### src/rtl/imem_loader_pkg.sv
// imem_loader_pkg
//   Shared definitions for the boot-time instruction-memory loader.
//   - FSM state encoding (ERR exists only when IMEM_LOADER_CHECKSUM_EN is
//     defined; otherwise the state fits in two bits).
//   - IMEM_LOADER_HOLD_DEFAULT : default settle delay before CPU release.
//   - IMEM_LOADER_CKSUM_SEED   : initial value of the XOR checksum.
//   - state_can_start()        : states in which a new load may be started.
//   Build option: `define IMEM_LOADER_CHECKSUM_EN enables the trailing
//   checksum word and the ERR state.
package imem_loader_pkg;

  localparam int          IMEM_LOADER_HOLD_DEFAULT = 4;
  localparam logic [31:0] IMEM_LOADER_CKSUM_SEED   = 32'h0;

`ifdef IMEM_LOADER_CHECKSUM_EN
  typedef enum logic [2:0] {
    ST_IDLE = 3'd0,
    ST_LOAD = 3'd1,
    ST_HOLD = 3'd2,
    ST_RUN  = 3'd3,
    ST_ERR  = 3'd4
  } state_e;
`else
  typedef enum logic [1:0] {
    ST_IDLE = 2'd0,
    ST_LOAD = 2'd1,
    ST_HOLD = 2'd2,
    ST_RUN  = 2'd3
  } state_e;
`endif

  // A start request is honoured only while the loader is not mid-transfer
  // (LOAD) or mid-settle (HOLD).
  function automatic logic state_can_start(input state_e s);
    logic ok;
    ok = (s == ST_IDLE) || (s == ST_RUN);
`ifdef IMEM_LOADER_CHECKSUM_EN
    ok = ok || (s == ST_ERR);
`endif
    return ok;
  endfunction

endpackage

### src/rtl/imem_loader_cksum.sv
// imem_loader_cksum
//   XOR accumulator over the loaded image words. Only compiled when
//   IMEM_LOADER_CHECKSUM_EN is defined, since it is only instantiated then.
//   Ports:
//     clk_i   : clock, rising edge
//     rst_i   : synchronous active-high reset (acc -> seed)
//     clr_i   : reload the accumulator with the seed (wins over en_i)
//     en_i    : fold data_i into the accumulator
//     data_i  : 32-bit word
//     acc_o   : current accumulated value
`ifdef IMEM_LOADER_CHECKSUM_EN
module imem_loader_cksum
  import imem_loader_pkg::*;
(
  input  logic        clk_i,
  input  logic        rst_i,
  input  logic        clr_i,
  input  logic        en_i,
  input  logic [31:0] data_i,
  output logic [31:0] acc_o
);

  logic [31:0] acc_q;
  logic [31:0] acc_d;

  always_comb begin
    acc_d = acc_q;
    if (clr_i) begin
      acc_d = IMEM_LOADER_CKSUM_SEED;
    end else if (en_i) begin
      acc_d = acc_q ^ data_i;
    end
  end

  always_ff @(posedge clk_i) begin
    if (rst_i) begin
      acc_q <= IMEM_LOADER_CKSUM_SEED;
    end else begin
      acc_q <= acc_d;
    end
  end

  assign acc_o = acc_q;

endmodule
`endif

### src/rtl/imem_loader.sv
// imem_loader
//   Boot-time program loader. Accepts a stream of 32-bit instruction words
//   over valid/ready and writes them to instruction memory at word addresses
//   0, 1, 2, ... The CPU is held in reset until the image is written and a
//   settle delay of HOLD_CYCLES has elapsed.
//
//   Handshake: a word transfers on a rising edge where in_valid && in_ready.
//   in_ready is decoded from the state alone (high only in LOAD), so it never
//   depends on in_valid; the producer holds in_data stable while in_valid is
//   high and in_ready is low.
//
//   Parameters: DEPTH (words, must equal 2**ADDR_W), ADDR_W, HOLD_CYCLES (>=1).
//   Ports:
//     clock, reset        : rising-edge clock, synchronous active-high reset
//     start, len          : one-cycle load request and word count (saturated
//                           to DEPTH when accepted)
//     in_valid/in_ready/in_data : input word stream
//     imem_we/imem_addr/imem_wdata : registered memory write port, one cycle
//                           after each accepted word
//     cpu_hold            : 1 = CPU held in reset
//     busy                : high in LOAD and HOLD
//     done                : one-cycle pulse on the first RUN cycle
//     error               : checksum mismatch, sticky until reset/start
//   Build option: `define IMEM_LOADER_CHECKSUM_EN to require a trailing XOR
//   checksum word after the image; without it error is tied low.
module imem_loader
  import imem_loader_pkg::*;
#(
  parameter int DEPTH       = 32,
  parameter int ADDR_W      = 5,
  parameter int HOLD_CYCLES = IMEM_LOADER_HOLD_DEFAULT
) (
  input  logic              clock,
  input  logic              reset,
  input  logic              start,
  input  logic [ADDR_W:0]   len,
  input  logic              in_valid,
  output logic              in_ready,
  input  logic [31:0]       in_data,
  output logic              imem_we,
  output logic [ADDR_W-1:0] imem_addr,
  output logic [31:0]       imem_wdata,
  output logic              cpu_hold,
  output logic              busy,
  output logic              done,
  output logic              error
);

  localparam int LEN_W  = ADDR_W + 1;
  localparam int HOLD_W = (HOLD_CYCLES < 2) ? 1 : $clog2(HOLD_CYCLES + 1);

  localparam logic [LEN_W-1:0]  DEPTH_L = LEN_W'(DEPTH);
  localparam logic [HOLD_W-1:0] HOLD_L  = HOLD_W'(HOLD_CYCLES);

  state_e              state_q, state_d;
  logic [LEN_W-1:0]    cnt_q, cnt_d;     // words written so far
  logic [LEN_W-1:0]    len_q, len_d;     // latched, saturated length
  logic [HOLD_W-1:0]   hold_q, hold_d;   // settle down-counter
  logic                we_q, we_d;
  logic [ADDR_W-1:0]   addr_q, addr_d;
  logic [31:0]         wdata_q, wdata_d;
  logic                cpu_hold_q, cpu_hold_d;
  logic                done_q, done_d;

  logic                xfer;
  logic [LEN_W-1:0]    len_sat;

`ifdef IMEM_LOADER_CHECKSUM_EN
  logic                err_q, err_d;
  logic                cks_clr;
  logic                cks_en;
  logic [31:0]         cks_acc;

  imem_loader_cksum u_cksum (
    .clk_i  (clock),
    .rst_i  (reset),
    .clr_i  (cks_clr),
    .en_i   (cks_en),
    .data_i (in_data),
    .acc_o  (cks_acc)
  );
`endif

  assign in_ready = (state_q == ST_LOAD);
  assign busy     = (state_q == ST_LOAD) || (state_q == ST_HOLD);
  assign xfer     = in_valid && in_ready;
  assign len_sat  = (len > DEPTH_L) ? DEPTH_L : len;

  always_comb begin
    state_d    = state_q;
    cnt_d      = cnt_q;
    len_d      = len_q;
    hold_d     = hold_q;
    we_d       = 1'b0;
    addr_d     = addr_q;
    wdata_d    = wdata_q;
    cpu_hold_d = cpu_hold_q;
    done_d     = 1'b0;
`ifdef IMEM_LOADER_CHECKSUM_EN
    err_d      = err_q;
    cks_clr    = 1'b0;
    cks_en     = 1'b0;
`endif

    if (start && state_can_start(state_q)) begin
      len_d      = len_sat;
      cnt_d      = '0;
      cpu_hold_d = 1'b1;
`ifdef IMEM_LOADER_CHECKSUM_EN
      // Even an empty image is followed by a checksum word, so always LOAD.
      err_d      = 1'b0;
      cks_clr    = 1'b1;
      state_d    = ST_LOAD;
`else
      if (len_sat != '0) begin
        state_d = ST_LOAD;
      end else begin
        state_d = ST_HOLD;
        hold_d  = HOLD_L;
      end
`endif
    end else begin
      case (state_q)
        ST_LOAD: begin
          if (xfer) begin
`ifdef IMEM_LOADER_CHECKSUM_EN
            if (cnt_q == len_q) begin
              // Trailing checksum word: compared, never written.
              if (in_data == cks_acc) begin
                state_d = ST_HOLD;
                hold_d  = HOLD_L;
              end else begin
                state_d = ST_ERR;
                err_d   = 1'b1;
              end
            end else begin
              we_d    = 1'b1;
              addr_d  = cnt_q[ADDR_W-1:0];
              wdata_d = in_data;
              cnt_d   = cnt_q + 1'b1;
              cks_en  = 1'b1;
            end
`else
            we_d    = 1'b1;
            addr_d  = cnt_q[ADDR_W-1:0];
            wdata_d = in_data;
            cnt_d   = cnt_q + 1'b1;
            if (cnt_q == len_q - 1'b1) begin
              state_d = ST_HOLD;
              hold_d  = HOLD_L;
            end
`endif
          end
        end
        ST_HOLD: begin
          if (hold_q == '0) begin
            state_d    = ST_RUN;
            cpu_hold_d = 1'b0;
            done_d     = 1'b1;
          end else begin
            hold_d = hold_q - 1'b1;
          end
        end
        default: begin
        end
      endcase
    end
  end

  always_ff @(posedge clock) begin
    if (reset) begin
      state_q    <= ST_IDLE;
      cnt_q      <= '0;
      len_q      <= '0;
      hold_q     <= '0;
      we_q       <= 1'b0;
      addr_q     <= '0;
      wdata_q    <= '0;
      cpu_hold_q <= 1'b1;
      done_q     <= 1'b0;
`ifdef IMEM_LOADER_CHECKSUM_EN
      err_q      <= 1'b0;
`endif
    end else begin
      state_q    <= state_d;
      cnt_q      <= cnt_d;
      len_q      <= len_d;
      hold_q     <= hold_d;
      we_q       <= we_d;
      addr_q     <= addr_d;
      wdata_q    <= wdata_d;
      cpu_hold_q <= cpu_hold_d;
      done_q     <= done_d;
`ifdef IMEM_LOADER_CHECKSUM_EN
      err_q      <= err_d;
`endif
    end
  end

  assign imem_we    = we_q;
  assign imem_addr  = addr_q;
  assign imem_wdata = wdata_q;
  assign cpu_hold   = cpu_hold_q;
  assign done       = done_q;
`ifdef IMEM_LOADER_CHECKSUM_EN
  assign error      = err_q;
`else
  assign error      = 1'b0;
`endif

endmodule

### config.mk
export PLATFORM = sky130hd
export DESIGN_NAME = imem_loader
export DESIGN_NICKNAME = d
export VERILOG_FILES = /design/src/rtl/imem_loader_pkg.sv /design/src/rtl/imem_loader_cksum.sv /design/src/rtl/imem_loader.sv
export SDC_FILE = /design/constraint.sdc
export NUM_CORES = 1
export LEC_CHECK = 0
export ABC_AREA = 1
export CAP_MARGIN = 0
export CORE_MARGIN = 2
export CORE_UTILIZATION = 55
export DETAILED_ROUTE_END_ITERATION = 10
export DONT_BUFFER_PORTS = 1
export PLACE_DENSITY = 0.82
export SLEW_MARGIN = 10
export SYNTH_ARGS = -nofsm -noshare
export SYNTH_HDL_FRONTEND = slang
export SYNTH_SLANG_ARGS = --single-unit
### constraint.sdc
create_clock -name clock -period 4.5 [get_ports clock]
set_input_delay 0.45 -clock clock [delete_from_list [all_inputs] [get_ports clock]]
set_output_delay 0.45 -clock clock [all_outputs]
set_load 0.01 [all_outputs]
==> run metrics <==
Core Area 4294 um^2; Cell Rows 24; unrepaired setup endpoints after global routing false; Syn Nets 381; syn avg cell area 7.263 um^2; WL per Instance 13.05 um; Synth Instances 333; maximum VDD drop 300.4 uV; maxcap violations 0; main area contributors after synthesis dfxtp_1, nor2_1, o21ai_0, nand2_1, inv_1; Lkg Pwr 1.107 nW; initial antenna violation count 0; Final TNS setup 0 ns; Clock Tree Buf Depth 2; fin nets 379; DRT iter0 DRCs 86; placer congestion estimate 0.8845; flops & latches, synth 57; H-tree Lvls 3; CTS tree done; first-pass GRT wire length 8383 um; critical path class reg -> reg; Ant. Diodes 0; CP arrival 2.54 ns; Hold-fix buffers, CTS 0; Residual DRC 0; Max Freq 0.4310 GHz; die width 70.31 um; TritonCTS buffer count 9; final hold vios 0; CTS clk-pin slew, worst paths 0.07 ns; Seq/Total Area, Yosys 0.4718; Synth top area share 0.4718; reg2reg path depth 10; Die H 70.31 um; Slew Limit Fails 0; overall routing resource usage 0.2164; skew final 0.006978 ns; Initial Util 0.5632; P&R area growth vs syn 9.674%; period utilization 0.5156; CP Max Fanout 41; clk root buf clkbuf_8; CP Launch Type flip-flop; clk_lat worst skew 0.34 ns; Power Density 633.4 nW/um^2; CP startpoint state_q[1]; post-synth top area cell dfxtp_1; CP endpoint cnt_q[5]; worst path required time 4.72 ns; Reg2Reg Setup Slack 2.18 ns; Total Wirelength 5051 um; final core utilization 0.6177; Rel. slew slack 0.3453; Syn Std Cell Area 2419 um^2; status finished clean; Yosys warnings 0; # clock sinks 57; worst hold path type in -> reg; unique cell type count in the Yosys netlist 29; antenna-violating nets left 0; IO Pins 85; vias in the first global route 1,960; Die ar. 4944 um^2; worst hold start reset; Setup-failing EPs final 0; PortBufs 0; vias 2,053; Critical Path End Type flip-flop; post_cts resized 0; drt via density 5.305; Tightest Pin Transition 0.9810 ns; Final min period 2.320 ns; layout cells sized above 1 0.08358; DP HPWL 3549 um; grt total ovfl 0; pin count of the biggest net entering global routing 42; r2r endpoint cnt_q[5]; First-pass DRT Iterations 4; post-CTS setup buffers 0; r2r startpoint state_q[1]
## worst min-delay path by stage
stage	to	slack, ns	cells past startpoint
2_1_floorplan	hold_q[0]	0.45	2
3_3_place_gp	hold_q[0]	0.46	2
3_5_place_dp	hold_q[0]	0.48	2
4_1_cts	state_q[1]	0.15	1
5_1_grt	state_q[1]	0.15	1
6_report	state_q[1]	0.16	1
## worst max-delay path: stages (launching register included)
cell	delay (ns)
dfxtp_1	0.33
inv_1	0.06
ha_1	0.28
nand2_1	0.08
buf_4	0.25
inv_2	0.52
nand2_1	0.19
nor3_2	0.20
nand3_1	0.12
xor2_1	0.14
nor2_1	0.05
## stage by stage
stage	instances	instance area [um^2]	hold WS, ns	worst slack (ns)	total power [mW]
4_1_cts	387	2653	0.1527	2.181	1.691
5_1_grt	387	2653	0.1510	1.988	1.797
3_3_place_gp	372	2424	0.4641	2.289	1.125
6_report	387	2653	0.1633	2.180	1.680
3_5_place_dp	372	2424	0.4830	2.203	1.145
2_1_floorplan	333	2419	0.4516	2.924	1.061
## power by group
part,internal (mW),total [mW],switching [mW]
registers,0.605,0.705,0.100
logic,0.151,0.430,0.279
clock network,0.354,0.545,0.191
total,1.11,1.68,0.570
## cells in the mapped netlist
library cell / n
ha_1: 6
o21ai_1: 1
nor3_2: 1
a211oi_1: 2
o21ai_0: 41
nand3_1: 14
nand2_4: 1
nand4_1: 1
inv_1: 28
conb_1: 1
dfxtp_1: 57
nor2_2: 3
or2_2: 2
nor3b_1: 1
buf_2: 3
nand2_1: 43
buf_4: 1
a21oi_1: 11
a21oi_2: 1
clkbuf_1: 9
buf_6: 1
o21a_1: 1
xor2_1: 3
xnor2_1: 1
nor3_1: 3
nand2_2: 2
o22ai_1: 5
nor2_1: 87
inv_2: 3
## cell families (layout without fill, tap and decap cells)
logic type,Yosys count,in the layout,share of synthesized area
simple gates,158,158,0.2695
compound gates,62,62,0.1355
flops,57,57,0.4718
buf+inv,45,47,0.07604
fa+ha+maj,6,6,0.03104
xor+xnor,4,4,0.01449
other cells,1,1,0.001551
## placed cells by master (no fill, tap or decap)
| master | instances |
|---|---|
| a21oi_1 | 11 |
| o21ai_0 | 41 |
| nand2_4 | 1 |
| a211oi_1 | 2 |
| or2_2 | 2 |
| o22ai_1 | 5 |
| conb_1 | 1 |
| inv_2 | 3 |
| nand3_1 | 14 |
| nand2_2 | 2 |
| dfxtp_1 | 57 |
| ha_1 | 6 |
| buf_4 | 1 |
| nor3_1 | 3 |
| nor2_2 | 3 |
| clkbuf_8 | 12 |
| bufinv_16 | 2 |
| o21a_1 | 1 |
| xor2_1 | 3 |
| nand4_1 | 1 |
| o21ai_1 | 1 |
| xnor2_1 | 1 |
| nor3_2 | 1 |
| inv_1 | 28 |
| nor2_1 | 87 |
| clkbuf_1 | 1 |
| nand2_1 | 43 |
| nor3b_1 | 1 |
| a21oi_2 | 1 |
## sequential cells by signal, indices dropped and copies added (netlist names)
register,count
imem_we,1
cnt_q,6
done,1
imem_wdata,32
state_q,2
imem_addr,5
hold_q,3
cpu_hold,1
len_q,6
## routing by layer
metal,vias up,part of all wire,GRT usage
li1,1054,-,-
met1,908,0.41,0.2364
met2,83,0.46,0.3522
met3,8,0.11,0.1111
met4,0,0.018,0.08974
met5,-,0,0
## layout make-up
cell class              instances  area (um^2)
inverters                      31        116.4
repair buffers                  1        7.507
clock buffers                  13        168.9
multi-input cells             231         1094
clock inverters                 2        60.06
well taps                      52        65.06
fillers                       402         1642
flip-flops and latches         57         1141
Power figures use the tool's default switching activity.
